File: config.mk
export PLATFORM = sky130hd
export DESIGN_NAME = cv32e40s_rvfi_obi_pairing
export DESIGN_NICKNAME = d
export VERILOG_FILES = /design/src/rtl/cv32e40s_rvfi_obi_pairing.sv
export SDC_FILE = /design/constraint.sdc
export NUM_CORES = 1
export LEC_CHECK = 0
export ABC_AREA = 1
export CORE_UTILIZATION = 60
export DETAILED_ROUTE_END_ITERATION = 8
export DONT_BUFFER_PORTS = 1
export HOLD_SLACK_MARGIN = 0.06
export PLACE_DENSITY = 0.83
export SLEW_MARGIN = 20
export SYNTH_ARGS = -nofsm -noshare
export SYNTH_HDL_FRONTEND = slang
export SYNTH_HIERARCHICAL = 1
export SYNTH_SLANG_ARGS = --single-unit
File: constraint.sdc
create_clock -name clk -period 5.42 [get_ports clk]
set_input_delay 1.084 -clock clk [delete_from_list [all_inputs] [get_ports clk]]
set_output_delay 1.084 -clock clk [all_outputs]
set_load 0.02 [all_outputs]
File: src/rtl/cv32e40s_rvfi_obi_pairing.sv
// Pairs granted OBI fetch requests with their in-order responses and streams {req, resp} records.
// Optional CV32E40S_RVFI_OBI_CHK_EN: sticky err_o on illegal events plus simulation assertions.
module cv32e40s_rvfi_obi_pairing #(
    parameter int DEPTH  = 2,
    parameter int REQ_W  = 34,
    parameter int RESP_W = 34
) (
    input  logic                     clk,
    input  logic                     rst,
    input  logic                     obi_req_i,
    input  logic                     obi_gnt_i,
    input  logic [REQ_W-1:0]         obi_req_payload_i,
    input  logic                     obi_rvalid_i,
    input  logic [RESP_W-1:0]        obi_resp_payload_i,
    output logic                     out_valid_o,
    input  logic                     out_ready_i,
    output logic [REQ_W-1:0]         out_req_payload_o,
    output logic [RESP_W-1:0]        out_resp_payload_o,
    output logic [$clog2(DEPTH):0]   count_o,
    output logic                     err_o
);
    localparam int PW = $clog2(DEPTH);
    localparam int CW = PW + 1;
    localparam logic [CW-1:0] FULL_CNT = CW'(DEPTH);
    localparam logic [CW-1:0] CNT_ONE  = CW'(1);
    localparam logic [PW-1:0] PTR_ONE  = PW'(1);

    logic [REQ_W-1:0]  req_q  [DEPTH];
    logic [RESP_W-1:0] resp_q [DEPTH];
    logic [DEPTH-1:0]  done_q;
    logic [PW-1:0]     wr_ptr_q, rsp_ptr_q, rd_ptr_q;
    logic [CW-1:0]     count_q, count_d;
    logic [CW-1:0]     await_q, await_d;
    logic              alloc_s, cmpl_s, pop_s;
    logic              bad_gnt_s, bad_rvalid_s;

    // Event decode uses registered counts only, so the inputs never reach out_* combinationally.
    always_comb begin
        bad_gnt_s    = obi_req_i & obi_gnt_i & (count_q == FULL_CNT);
        bad_rvalid_s = obi_rvalid_i & (await_q == {CW{1'b0}});
        alloc_s      = obi_req_i & obi_gnt_i & (count_q != FULL_CNT);
        cmpl_s       = obi_rvalid_i & (await_q != {CW{1'b0}});
        pop_s        = out_valid_o & out_ready_i;
    end

    // Next values of the allocated and awaiting-response counters.
    always_comb begin
        count_d = count_q;
        await_d = await_q;
        if (alloc_s && !pop_s) begin
            count_d = count_q + CNT_ONE;
        end else if (!alloc_s && pop_s) begin
            count_d = count_q - CNT_ONE;
        end else begin
            count_d = count_q;
        end
        if (alloc_s && !cmpl_s) begin
            await_d = await_q + CNT_ONE;
        end else if (!alloc_s && cmpl_s) begin
            await_d = await_q - CNT_ONE;
        end else begin
            await_d = await_q;
        end
    end

    // Pointers and counters.
    always_ff @(posedge clk or posedge rst) begin
        if (rst) begin
            wr_ptr_q  <= {PW{1'b0}};
            rsp_ptr_q <= {PW{1'b0}};
            rd_ptr_q  <= {PW{1'b0}};
            count_q   <= {CW{1'b0}};
            await_q   <= {CW{1'b0}};
        end else begin
            if (alloc_s) wr_ptr_q  <= wr_ptr_q + PTR_ONE;
            if (cmpl_s)  rsp_ptr_q <= rsp_ptr_q + PTR_ONE;
            if (pop_s)   rd_ptr_q  <= rd_ptr_q + PTR_ONE;
            count_q <= count_d;
            await_q <= await_d;
        end
    end

    // Entry storage; the three write indices never collide while their events are legal.
    always_ff @(posedge clk or posedge rst) begin
        if (rst) begin
            for (int i = 0; i < DEPTH; i++) begin
                req_q[i]  <= {REQ_W{1'b0}};
                resp_q[i] <= {RESP_W{1'b0}};
            end
            done_q <= {DEPTH{1'b0}};
        end else begin
            if (alloc_s) begin
                req_q[wr_ptr_q]  <= obi_req_payload_i;
                done_q[wr_ptr_q] <= 1'b0;
            end
            if (cmpl_s) begin
                resp_q[rsp_ptr_q] <= obi_resp_payload_i;
                done_q[rsp_ptr_q] <= 1'b1;
            end
            if (pop_s) begin
                done_q[rd_ptr_q] <= 1'b0;
            end
        end
    end

    // Head view is a pure read of registered storage.
    always_comb begin
        out_valid_o        = done_q[rd_ptr_q] & (count_q != {CW{1'b0}});
        out_req_payload_o  = req_q[rd_ptr_q];
        out_resp_payload_o = resp_q[rd_ptr_q];
        count_o            = count_q;
    end

`ifdef CV32E40S_RVFI_OBI_CHK_EN
    logic err_q;

    // Sticky protocol error, cleared only by reset.
    always_ff @(posedge clk or posedge rst) begin
        if (rst) begin
            err_q <= 1'b0;
        end else if (bad_gnt_s || bad_rvalid_s) begin
            err_q <= 1'b1;
        end
    end
    assign err_o = err_q;

    cv32e40s_rvfi_obi_pairing_chk #(.REQ_W(REQ_W), .RESP_W(RESP_W)) u_chk (
        .clk_i        (clk),
        .rst_i        (rst),
        .bad_gnt_i    (bad_gnt_s),
        .bad_rvalid_i (bad_rvalid_s),
        .valid_i      (out_valid_o),
        .ready_i      (out_ready_i),
        .req_i        (out_req_payload_o),
        .resp_i       (out_resp_payload_o)
    );
`else
    assign err_o = 1'b0;
`endif
endmodule

`ifdef CV32E40S_RVFI_OBI_CHK_EN
module cv32e40s_rvfi_obi_pairing_chk #(
    parameter int REQ_W  = 34,
    parameter int RESP_W = 34
) (
    input logic              clk_i,
    input logic              rst_i,
    input logic              bad_gnt_i,
    input logic              bad_rvalid_i,
    input logic              valid_i,
    input logic              ready_i,
    input logic [REQ_W-1:0]  req_i,
    input logic [RESP_W-1:0] resp_i
);
    a_no_full_gnt: assert property (@(posedge clk_i) disable iff (rst_i) !bad_gnt_i);
    a_no_spurious_rvalid: assert property (@(posedge clk_i) disable iff (rst_i) !bad_rvalid_i);
    a_stall_stable: assert property (@(posedge clk_i) disable iff (rst_i)
        (valid_i && !ready_i) |=> (valid_i && $stable(req_i) && $stable(resp_i)));
endmodule
`endif

# == Word level (Yosys, flattened, before mapping) ==
# Index checks and enable logic that the tools add are counted.
# classes
add_sub_neg,7
magnitude_cmp,11
eq_ne,1
muxes,27
bitwise_logic,13
reduce_logical,16
# ops
op,count
34-bit two-way mux,8
68-bit bitwise mux,2
34-bit demux with 1-bit select,2
2-bit two-way mux,7
1-bit logical AND,9
2-bit nonzero test,4
2-bit >= comparator (second input constant),3
1-bit by 2-bit < comparator with 1-bit output (second input constant),3
1-bit inverter with 2-bit output,3
1-bit AND,5
1-bit two-way mux,5
2-bit by 1-bit adder with 2-bit output (second input constant),2
2-bit AND,2
2-bit by 1-bit < comparator with 1-bit output (second input constant),2
2-bit inverter,2
2-bit by 1-bit subtractor with 2-bit output (second input constant),2
1-bit adder (second input constant),3
1-bit demux with 1-bit select,3
1-bit >= comparator (second input constant),3
1-bit zero test,3
2-bit != test (second input constant),1
2-bit OR,1
# word_totals
regBits,145
input_bits,74
out_inout_bits,72
elab_cells,85

# == Longest topological paths before layout ==
# Gate-level depths: netlist (run 1).
# depth
word_depth,11
ltp_mapped,9
mapped_depth_nobuf,8

# == Worst setup path before layout (run 1) ==
# OpenSTA, ideal clock, no wires.
# synth_timing
path_type,register -> output
start,register rd_ptr_q
end,output port out_req_payload_o[1]
t_arrival_ns,1.181
required_time_ns,4.336
path_slack_ns,3.155
path_stages_with_launch,4
n_path_buf,2
path_cell_list,dfrtp_1 buf_2 clkbuf_1 o21ai_0
# synth_between
elab_chain_cells,4
# synth_rtl
element,line_no,text
from (decl),31,"logic [PW-1:0] wr_ptr_q, rsp_ptr_q, rd_ptr_q;"
from (signal assigned),71,rd_ptr_q <= {PW{1'b0}};
from (signal assigned),77,if (pop_s) rd_ptr_q <= rd_ptr_q + PTR_ONE;
1-bit inverter with 2-bit output (not written as such),109,out_req_payload_o = req_q[rd_ptr_q];
34-bit two-way mux (not written as such) (3 in a row),109,
to (decl),17,"output logic [REQ_W-1:0] out_req_payload_o,"
# Every way passes these cells. The select of a mux whose other input is x is not followed.

# == Worst setup path after layout (run 1) ==
# layout_timing
start,register rd_ptr_q
end,output port out_req_payload_o[4]
# The elaborated chain is that of the path after synthesis.

==> results by group, run 1 <==
Global route
  – Gr ovfl total: 0
  – GRT Total Usage: 0.253
  – Largest net degree at the start of global routing: 106
  – Met1 Use GR: 0.305
  – First-pass GRT wire length: 22000 um
  – Vias in the first global route: 4739
  – Grt met2 use: 0.410
  – GR peak layer: met2
  – GR Util met3: 0.0944
  – Antenna violations before repair: 0

Logic synthesis
  – Synthesized flop and latch total: 145
  – Post-Syn Nets: 863
  – Post-synth EDFFs: 0
  – Most used DFF post-synth: dfrtp_1
  – Syn. warnings: 6
  – Most frequent cell after synthesis: nand2_1
  – Synth Instances: 787
  – Avg Inst Size Synth: 8.24 um2
  – Cell Area, Synth: 0.00648 mm2
  – Main area contributors after synthesis: dfrtp_1 56%, nand2_1 21%, o21ai_0 9.3%, inv_1 4.5%, o21ai_2 1.5%
  – Async S/R FF share, synth: 1.00
  – Sequential share of the synthesized area: 0.560
  – Cell variety after synth: 27
  – Top cells by instance count after synthesis: 354 x nand2_1, 145 x dfrtp_1, 120 x o21ai_0
  – Yosys top cell area share: 0.560
  – Largest area contributor in the netlist: dfrtp_1

Floorplan
  – Die Y: 106 um
  – Initial core utilization: 0.622
  – CORE AREA: 0.0104 mm2
  – Row Count: 37
  – Die ar.: 0.0112 mm2
  – Chip width: 106 um
  – I/O pins: 146

Pwr
  – VDD IR max: 0.000216 V
  – Power Density: 322 mW/mm2
  – P_leak: 3.64 nW

Worst setup path
  – CP max stage delay: 730 ps
  – CP arrival: 2150 ps
  – Crit-path max FO: 105
  – Setup crit start kind: flop
  – Critical-path cell list: buf_4, o21ai_0
  – CP top delay family: buffers and inverters
  – Buf+Inv Stages, Crit Path: 1
  – Cell at the slowest stage of the critical path: buf_4
  – CP Capture Type: output port
  – Worst Path Required: 4340 ps
  – Kind of critical path: reg2out

Run status
  – Outcome: complete, no violations

Route
  – Routed Antenna Nets: 0
  – Via count: 4924
  – WL final: 13300 um
  – WL per Instance: 14.5 um
  – Initial DRC Count: 370
  – Via density: 5.39
  – First-pass DRT Iterations: 5
  – # DRC: 0

Cells and area
  – Layout cells sized above 1: 0.0823
  – Fill count: 830
  – Area grow syn2layout: 7.82%
  – N_diodes: 0
  – Nets@finish: 841
  – Fin area: 0.00699 mm2

Placed design
  – Port Buffers: 0
  – DP Wirelength: 8470 um
  – GP Congestion: 0.841
  – Placed Area: 0.00639 mm2

Timing
  – Worst slew pin tran: 958 ps
  – TNS Setup: 0 ps
  – Fin Clk Skew: 8.46 ps
  – Tcrit/Tclk final: 0.596
  – Endpoints failing hold: 0
  – RSZ-0062 raised after global routing: false
  – Final Max Tran Viols: 0
  – Slew HR: 0.360
  – Final min period: 3230 ps
  – Final setup vio count: 0
  – F_max: 309 MHz

Clock network
  – Post-CTS sizing: 0
  – Inserted Clock Buffers: 17
  – Post-CTS setup buffers: 0
  – Clock Sinks: 145
  – CTS tree: built
  – Max Root-Sink Buffers: 2
  – Clock transition at path regs: 60 ps
  – Htree depth: 4
  – Hold_buf cts: 0
  – CTS root buf: clkbuf_8
  – Worst skew pair latency: 520 ps

Run
  – Max Cap Viol: 0

Worst hold path
  – Hold Path Class: reg2reg
## final timing paths
kind | from | slack [ps] | endpoint | cells past startpoint
max | rd_ptr_q$_DFFE_PP0P_ | 2190 | out_req_payload_o[4] | 2
min | req_q[24]$_DFFE_PP0P_ | 480 | req_q[24]$_DFFE_PP0P_ | 2
max reg2reg | rd_ptr_q$_DFFE_PP0P_ | 3130 | count_o[1]$_DFFE_PP0P_ | 8
min reg2reg | req_q[24]$_DFFE_PP0P_ | 480 | req_q[24]$_DFFE_PP0P_ | 2
max in group asynchronous | rst | 3550 | resp_q[26]$_DFFE_PP0P_ | 2
min in group asynchronous | rst | 500 | count_o[1]$_DFFE_PP0P_ | 1
## per-stage QoR
step,hold WS (ps),power (mW),utilization,std cells,setup slack (ps)
floorplan,449,1.13,-,787,441
global placement,463,1.13,0.614,882,2750
detailed placement,470,1.13,0.614,882,2720
CTS,483,2.27,0.670,914,2170
global route,504,2.33,0.671,914,2000
finish,482,2.25,0.671,914,2190
## worst register-to-register path: stages, from the launching register on
cell and delay, ps:
dfrtp_2 360, buf_4 730, nand2_1 110, nand2_1 150
nand3_1 110, ha_1 220, or2_2 300, nand2_1 80
xor2_1 140
## sequential cells by signal, indices dropped and copies added (netlist names)
signal and flops:
rsp_ptr_q 1, done_q 2, req_q 68, count_o 2, resp_q 68, wr_ptr_q 1, await_q 2, rd_ptr_q 1
## where the power goes
group          total (mW)  internal, mW  switching, mW
clock network        1.14         0.694          0.446
registers            1.08          1.08              0
logic              0.0302       0.00313         0.0270
total                2.25          1.78          0.473
## kinds of logic (layout without fill, tap and decap cells)
family,Yosys count,after routing,share of synthesized area
other,1,1,0.000579
DFF,145,145,0.560
buffers and inverters,125,116,0.0903
and+or+nand+nor,371,371,0.226
AOI/OAI and AO/OA,139,139,0.114
xor gates and xnor gates,4,4,0.00541
adders and majority gates,2,2,0.00386
## cell usage in the layout (no fill, tap or decap), drive strengths merged
cell / count
a21oi: 2
and2: 1
buf: 2
bufinv: 2
clkbuf: 21
clkinv: 2
clkinvlp: 5
conb: 1
dfrtp: 145
ha: 2
inv: 84
nand2: 363
nand3: 3
nand4: 2
o21ai: 137
or2: 2
xnor2: 3
xor2: 1
## area by class of cell
class / instances / area (um2) / share of cell area
clock inverters: 11 / 129 / 0.0184
well taps: 136 / 170 / 0.0244
repair buffers: 2 / 15.0 / 0.00215
clock buffers: 21 / 459 / 0.0657
flip-flops and latches: 145 / 3630 / 0.519
multi-input cells: 517 / 2270 / 0.325
inverters: 82 / 313 / 0.0448
## routing by layer
layer,routed length (um),vias up
met1,5440,2340
met5,0,-
met2,6420,187
met3,1120,28
met4,299,0
li1,-,2369
Note: power is estimated with default switching activity, not from simulation.
==> run 2, diff against run 1 <==
- CORE_UTILIZATION: 60 -> 57
- PLACE_DENSITY: 0.83 -> 0.82
- clock period: 5.42 -> 2.89 ns (I/O delays scaled with it)
==> results by group, run 2 (synthesized netlist as in run 1, its figures left out) <==
Floorplan
  – I/O pins: 146 (unchanged)
  – Chip width: 109 um (was 106 um)
  – Row Count: 38 (was 37)
  – Die Y: 109 um (was 106 um)
  – CORE AREA: 0.0109 mm2 (was 0.0104 mm2)
  – Initial core utilization: 0.593 (was 0.622)
  – Die ar.: 0.0118 mm2 (was 0.0112 mm2)

Global route
  – Antenna violations before repair: 0 (unchanged)
  – Grt met2 use: 0.379 (was 0.410)
  – GR Util met3: 0.0813 (was 0.0944)
  – Vias in the first global route: 4505 (was 4739)
  – Met1 Use GR: 0.288 (was 0.305)
  – GR peak layer: met2 (unchanged)
  – Gr ovfl total: 0 (unchanged)
  – Largest net degree at the start of global routing: 86 (was 106)
  – First-pass GRT wire length: 21100 um (was 22000 um)
  – GRT Total Usage: 0.236 (was 0.253)

Worst setup path
  – CP Capture Type: output port (unchanged)
  – Worst Path Required: 2310 ps (was 4340 ps)
  – Kind of critical path: reg2out (unchanged)
  – CP arrival: 2020 ps (was 2150 ps)
  – RR Startpoint: rd_ptr_q$_DFFE_PP0P_ (unchanged)
  – Setup crit start kind: flop (unchanged)
  – Crit-path max FO: 85 (was 105)
  – R2R cell count: 8 (unchanged)
  – Worst Setup SP: rd_ptr_q$_DFFE_PP0P_ (unchanged)

Clock network
  – CTS tree: built (unchanged)
  – Inserted Clock Buffers: 17 (unchanged)
  – Worst skew pair latency: 420 ps (was 520 ps)
  – Htree depth: 4 (unchanged)
  – Clock transition at path regs: 60 ps (about the same)
  – CTS root buf: clkbuf_16 (was clkbuf_8)
  – Post-CTS sizing: 0 (unchanged)
  – Clock Sinks: 145 (unchanged)
  – Max Root-Sink Buffers: 2 (unchanged)

Pwr
  – Seq pwr share: 0.452 (was 0.481)
  – VDD IR max: 0.000502 V (was 0.000216 V)
  – Power Density: 630 mW/mm2 (was 322 mW/mm2)
  – Internal power: 3.63 mW (was 1.78 mW)
  – Sw Ratio: 0.191 (was 0.210)
  – Switch Pwr: 859 uW (was 473 uW)
  – Clock power frac: 0.533 (was 0.506)
  – P_leak: 3.72 nW (was 3.64 nW)
  – Combinational Power Share: 0.014 (was 0.013)

Timing
  – Final min period: 2600 ps
  – Endpoints failing hold: 0 (unchanged)
  – F_max: 385 MHz
  – Final setup vio count: 0 (unchanged)
  – TNS Setup: 0 ps (unchanged)
  – Fin Clk Skew: 11.7 ps (was 8.46 ps)
  – Tcrit/Tclk final: 0.899
  – Final Max Tran Viols: 0 (unchanged)
  – RSZ-0062 raised after global routing: false (unchanged)
  – Hold_ws: 275 ps (was 482 ps)
  – Final Worst Setup Slack: 291 ps (was 2190 ps)
  – Slew HR: 0.360 (about the same)
  – Worst slew pin tran: 959 ps (was 958 ps)

Cells and area
  – Nets@finish: 846 (was 841)
  – Layout cells sized above 1: 0.0868 (was 0.0823)
  – Largest registers: req_q (68), resp_q (68) (unchanged)
  – Multi-input logic area: 0.00227 mm2 (about the same)
  – Area grow syn2layout: 10.0% (was 7.82%)
  – Most used cells in the layout excluding fill and tap cells: 354 x nand2_1, 144 x dfrtp_1, 120 x o21ai_0, 76 x inv_1, 17 x clkbuf_16 (was 354 x nand2_1, 144 x dfrtp_1, 120 x o21ai_0, 76 x inv_1, 16 x clkbuf_16)
  – N_diodes: 0 (unchanged)
  – Sequential cell area: 0.00363 mm2 (unchanged)
  – Fill count: 882 (was 830)
  – Leading cell type in the layout, fill and taps excluded: nand2_1 (unchanged)

Route
  – Initial DRC Count: 488 (was 370)
  – Routed Antenna Nets: 0 (unchanged)
  – WL final: 13300 um (about the same)
  – Via density: 5.25 (was 5.39)
  – WL per Instance: 14.4 um (was 14.5 um)
  – First-pass DRT Iterations: 5 (unchanged)
  – Via count: 4842 (was 4924)
  – # DRC: 0 (unchanged)

Placed design
  – GP Congestion: 0.783 (was 0.841)
  – Port Buffers: 0 (unchanged)
  – Setup WS pre-CTS: 719 ps (was 2720 ps)
  – DP Wirelength: 8730 um (was 8470 um)

Run
  – Max Cap Viol: 0 (unchanged)

Worst hold path
  – Hold Path Class: in2reg (was reg2reg)
  – Worst hold stages: 2 (unchanged)
  – Min-delay src: obi_req_payload_i[2] (was req_q[24]$_DFFE_PP0P_)

Run status
  – Outcome: complete, no violations (unchanged)
run 2: final cells by class:
class                   instances  area share
clock buffers                  21      0.0660
clock inverters                11      0.0256
inverters                      82      0.0437
multi-input cells             517       0.318
flip-flops and latches        145       0.509
well taps                     140      0.0246
repair buffers                  7      0.0130
run 2: per-layer routing:
layer  routed length (um)  vias up
li1                     -     2376
met2                 6430      156
met3                 1030       22
met1                 5530     2288
met5                    0        -
met4                  274        0
run 2: timing repair:
item	4_1_cts	5_1_grt
hold buffers	1	0
endpoints found under the hold margin	10	0
buffers inserted	0	0
run 2: worst paths after layout:
check	to	slack (ps)
max	out_req_payload_o[16]	290
min	req_q[2]$_DFFE_PP0P_	270
max reg2reg	count_o[1]$_DFFE_PP0P_	700
min reg2reg	req_q[0]$_DFFE_PP0P_	480
max in group asynchronous	req_q[14]$_DFFE_PP0P_	1630
min in group asynchronous	resp_q[30]$_DFFE_PP0P_	600
run 2: critical path, cell delays in order, from the launching register on:
cell and delay (ps):
dfrtp_2 570, buf_12 270, o21ai_0 700
run 2: through the flow:
stage	cell area (um2)	cells	power, mW	util
floorplan	6480	787	2.11	-
global placement	6470	890	2.13	0.591
detailed placement	6470	890	2.13	0.591
CTS	7130	923	4.53	0.652
global route	7130	923	4.63	0.652
finish	7130	923	4.49	0.652
run 2: power by group through the flow:
stage | clock, mW | combinational, mW | sequential, mW
after floorplan | 0 | 0.0464 | 2.07
after global placement | 0 | 0.0634 | 2.07
after detailed placement | 0 | 0.0666 | 2.07
after CTS | 2.43 | 0.0684 | 2.03
after global routing | 2.52 | 0.0765 | 2.03
final | 2.40 | 0.0651 | 2.03
==> run 3, diff against run 2 <==
- CORE_MARGIN: not set -> 1
- CORE_UTILIZATION: 57 -> 59
- CTS_BUF_LIST: not set -> sky130_fd_sc_hd__clkbuf_4 sky130_fd_sc_hd__clkbuf_8
- PLACE_DENSITY: 0.82 -> 0.85
==> results by group, run 3 (synthesized netlist as in run 1, its figures left out) <==
Run status
  – Outcome: complete, no violations (unchanged)

Timing
  – Endpoints failing hold: 0 (unchanged)
  – Final min period: 2630 ps (was 2600 ps)
  – Final Worst Setup Slack: 258 ps (was 291 ps)
  – Final Max Tran Viols: 0 (unchanged)
  – Hold_ws: 250 ps (was 275 ps)
  – Final setup vio count: 0 (unchanged)
  – TNS Setup: 0 ps (unchanged)
  – RSZ-0062 raised after global routing: false (unchanged)
  – F_max: 380 MHz (was 385 MHz)
  – Worst slew pin tran: 836 ps (was 959 ps)
  – Fin Clk Skew: 13.2 ps (was 11.7 ps)
  – Tcrit/Tclk final: 0.911 (was 0.899)
  – Slew HR: 0.437 (was 0.360)

Clock network
  – CTS root buf: clkbuf_8 (was clkbuf_16)
  – Post-CTS setup buffers: 0 (unchanged)
  – Max Root-Sink Buffers: 2 (unchanged)
  – CTS tree: built (unchanged)
  – Htree depth: 4 (unchanged)
  – Worst skew pair latency: 440 ps (was 420 ps)
  – Post-CTS sizing: 0 (unchanged)
  – Inserted Clock Buffers: 17 (unchanged)
  – Clock transition at path regs: 70 ps (was 60 ps)
  – Clock Sinks: 145 (unchanged)

Worst hold path
  – WHS Endpoint: req_q[32]$_DFFE_PP0P_ (was req_q[2]$_DFFE_PP0P_)
  – Hold Path Class: in2reg (unchanged)
  – Worst hold stages: 2 (unchanged)
  – Min-delay src: obi_req_payload_i[32] (was obi_req_payload_i[2])

Route
  – WL per Instance: 14.8 um (was 14.4 um)
  – WL final: 13600 um (was 13300 um)
  – Routed Antenna Nets: 0 (unchanged)
  – Via count: 4927 (was 4842)
  – # DRC: 0 (unchanged)
  – Via density: 5.36 (was 5.25)
  – Initial DRC Count: 486 (was 488)
  – First-pass DRT Iterations: 5 (unchanged)

Floorplan
  – Die Y: 107 um (was 109 um)
  – CORE AREA: 0.0105 mm2 (was 0.0109 mm2)
  – Row Count: 37 (was 38)
  – Die ar.: 0.0114 mm2 (was 0.0118 mm2)
  – Initial core utilization: 0.617 (was 0.593)
  – Chip width: 107 um (was 109 um)
  – I/O pins: 146 (unchanged)

Placed design
  – GP Congestion: 0.830 (was 0.783)
  – Setup WS pre-CTS: 743 ps (was 719 ps)
  – DP Wirelength: 9160 um (was 8730 um)
  – Port Buffers: 0 (unchanged)

Global route
  – GRT Total Usage: 0.260 (was 0.236)
  – Antenna violations before repair: 0 (unchanged)
  – Vias in the first global route: 5077 (was 4505)
  – Largest net degree at the start of global routing: 77 (was 86)
  – First-pass GRT wire length: 23000 um (was 21100 um)
  – Gr ovfl total: 0 (unchanged)

Worst setup path
  – Crit-path max FO: 64 (was 85)
  – CP Capture Type: output port (unchanged)
  – Kind of critical path: reg2out (unchanged)
  – R2R cell count: 8 (unchanged)
  – Reg2reg setup slack: 680 ps (was 700 ps)
  – RR Startpoint: rd_ptr_q$_DFFE_PP0P_ (unchanged)
  – RR Endpoint: count_o[1]$_DFFE_PP0P_ (unchanged)
  – Setup crit start kind: flop (unchanged)
  – CP arrival: 2050 ps (was 2020 ps)
  – Worst Path Required: 2310 ps (about the same)

Cells and area
  – Sequential cell area: 0.00363 mm2 (unchanged)
  – Area grow syn2layout: 5.23% (was 10.0%)
  – Leading cell type in the layout, fill and taps excluded: nand2_1 (unchanged)
  – Most used cells in the layout excluding fill and tap cells: 354 x nand2_1, 144 x dfrtp_1, 120 x o21ai_0, 76 x inv_1, 19 x clkbuf_8 (was 354 x nand2_1, 144 x dfrtp_1, 120 x o21ai_0, 76 x inv_1, 17 x clkbuf_16)
  – Largest registers: req_q (68), resp_q (68) (unchanged)
  – Layout cells sized above 1: 0.0881 (was 0.0868)
  – N_diodes: 0 (unchanged)
  – Nets@finish: 847 (was 846)
  – Multi-input logic area: 0.00227 mm2 (unchanged)
  – Fill count: 866 (was 882)

Pwr
  – Power Density: 509 mW/mm2 (was 630 mW/mm2)
  – P_leak: 3.59 nW (was 3.72 nW)
  – VDD IR max: 0.000365 V (was 0.000502 V)
  – Power, Total: 3.47 mW (was 4.49 mW)

Run
  – Max Cap Viol: 0 (unchanged)
==> run 3: cell types whose count changed in the layout (fill, tap and decap cells not counted), sizes merged <==
cell	change
bufinv	-5
clkbuf	+4
buf	+1
clkinv	-1
clkinvlp	+1
==> run 3: how the worst max path moves through the flow <==
stage,start,endpoint,slack (ps),cells after the start
after detailed placement,rd_ptr_q$_DFFE_PP0P_,out_req_payload_o[5],740,2
after global placement,rd_ptr_q$_DFFE_PP0P_,out_req_payload_o[5],780,2
after CTS,rd_ptr_q$_DFFE_PP0P_,out_req_payload_o[5],240,2
final,rd_ptr_q$_DFFE_PP0P_,out_req_payload_o[5],260,2
after global routing,rd_ptr_q$_DFFE_PP0P_,out_resp_payload_o[25],180,4
after floorplan,rst,await_q[0]$_DFFE_PP0P_,490,1
==> run 3: report_power, final <==
| part | switching [mW] | internal, mW |
|---|---|---|
| registers | 0 | 2.03 |
| clock network | 0.699 | 0.685 |
| logic | 0.0531 | 0.00938 |
==> run 3: critical path, stage by stage, from the launching register on <==
cell and delay, ps:
dfrtp_2 610, buf_12 280, o21ai_0 700
==> run 3: metal layers <==
| metal | vias up | GRT usage | share of wire |
|---|---|---|---|
| li1 | 2368 | - | - |
| met5 | - | 0 | 0 |
| met3 | 39 | 0.0766 | 0.071 |
| met2 | 174 | 0.418 | 0.48 |
| met4 | 0 | 0.135 | 0.034 |
| met1 | 2346 | 0.318 | 0.42 |
==> run 3: final cells by class <==
| cell class | instances | area share |
|---|---|---|
| Sequential cell | 145 | 0.532 |
| Multi-Input combinational cell | 517 | 0.332 |
| Inverter | 82 | 0.0457 |
| Clock buffer | 25 | 0.0449 |
| Tap cell | 136 | 0.0249 |
| Timing Repair Buffer | 8 | 0.0147 |
| Clock inverter | 6 | 0.00514 |
==> run 3: stage by stage <==
step / instances / cell area [um2] / util
4_1_cts: 919 / 6820 / 0.649
5_1_grt: 919 / 6820 / 0.649
3_5_place_dp: 887 / 6470 / 0.616
6_report: 919 / 6820 / 0.649
3_3_place_gp: 887 / 6470 / 0.616
2_1_floorplan: 787 / 6480 / -
==> run 3: timing repair <==
item	in CTS	in global routing
setup endpoints to repair	0	0
hold buffers	1	0
hold endpoints to repair	20	0
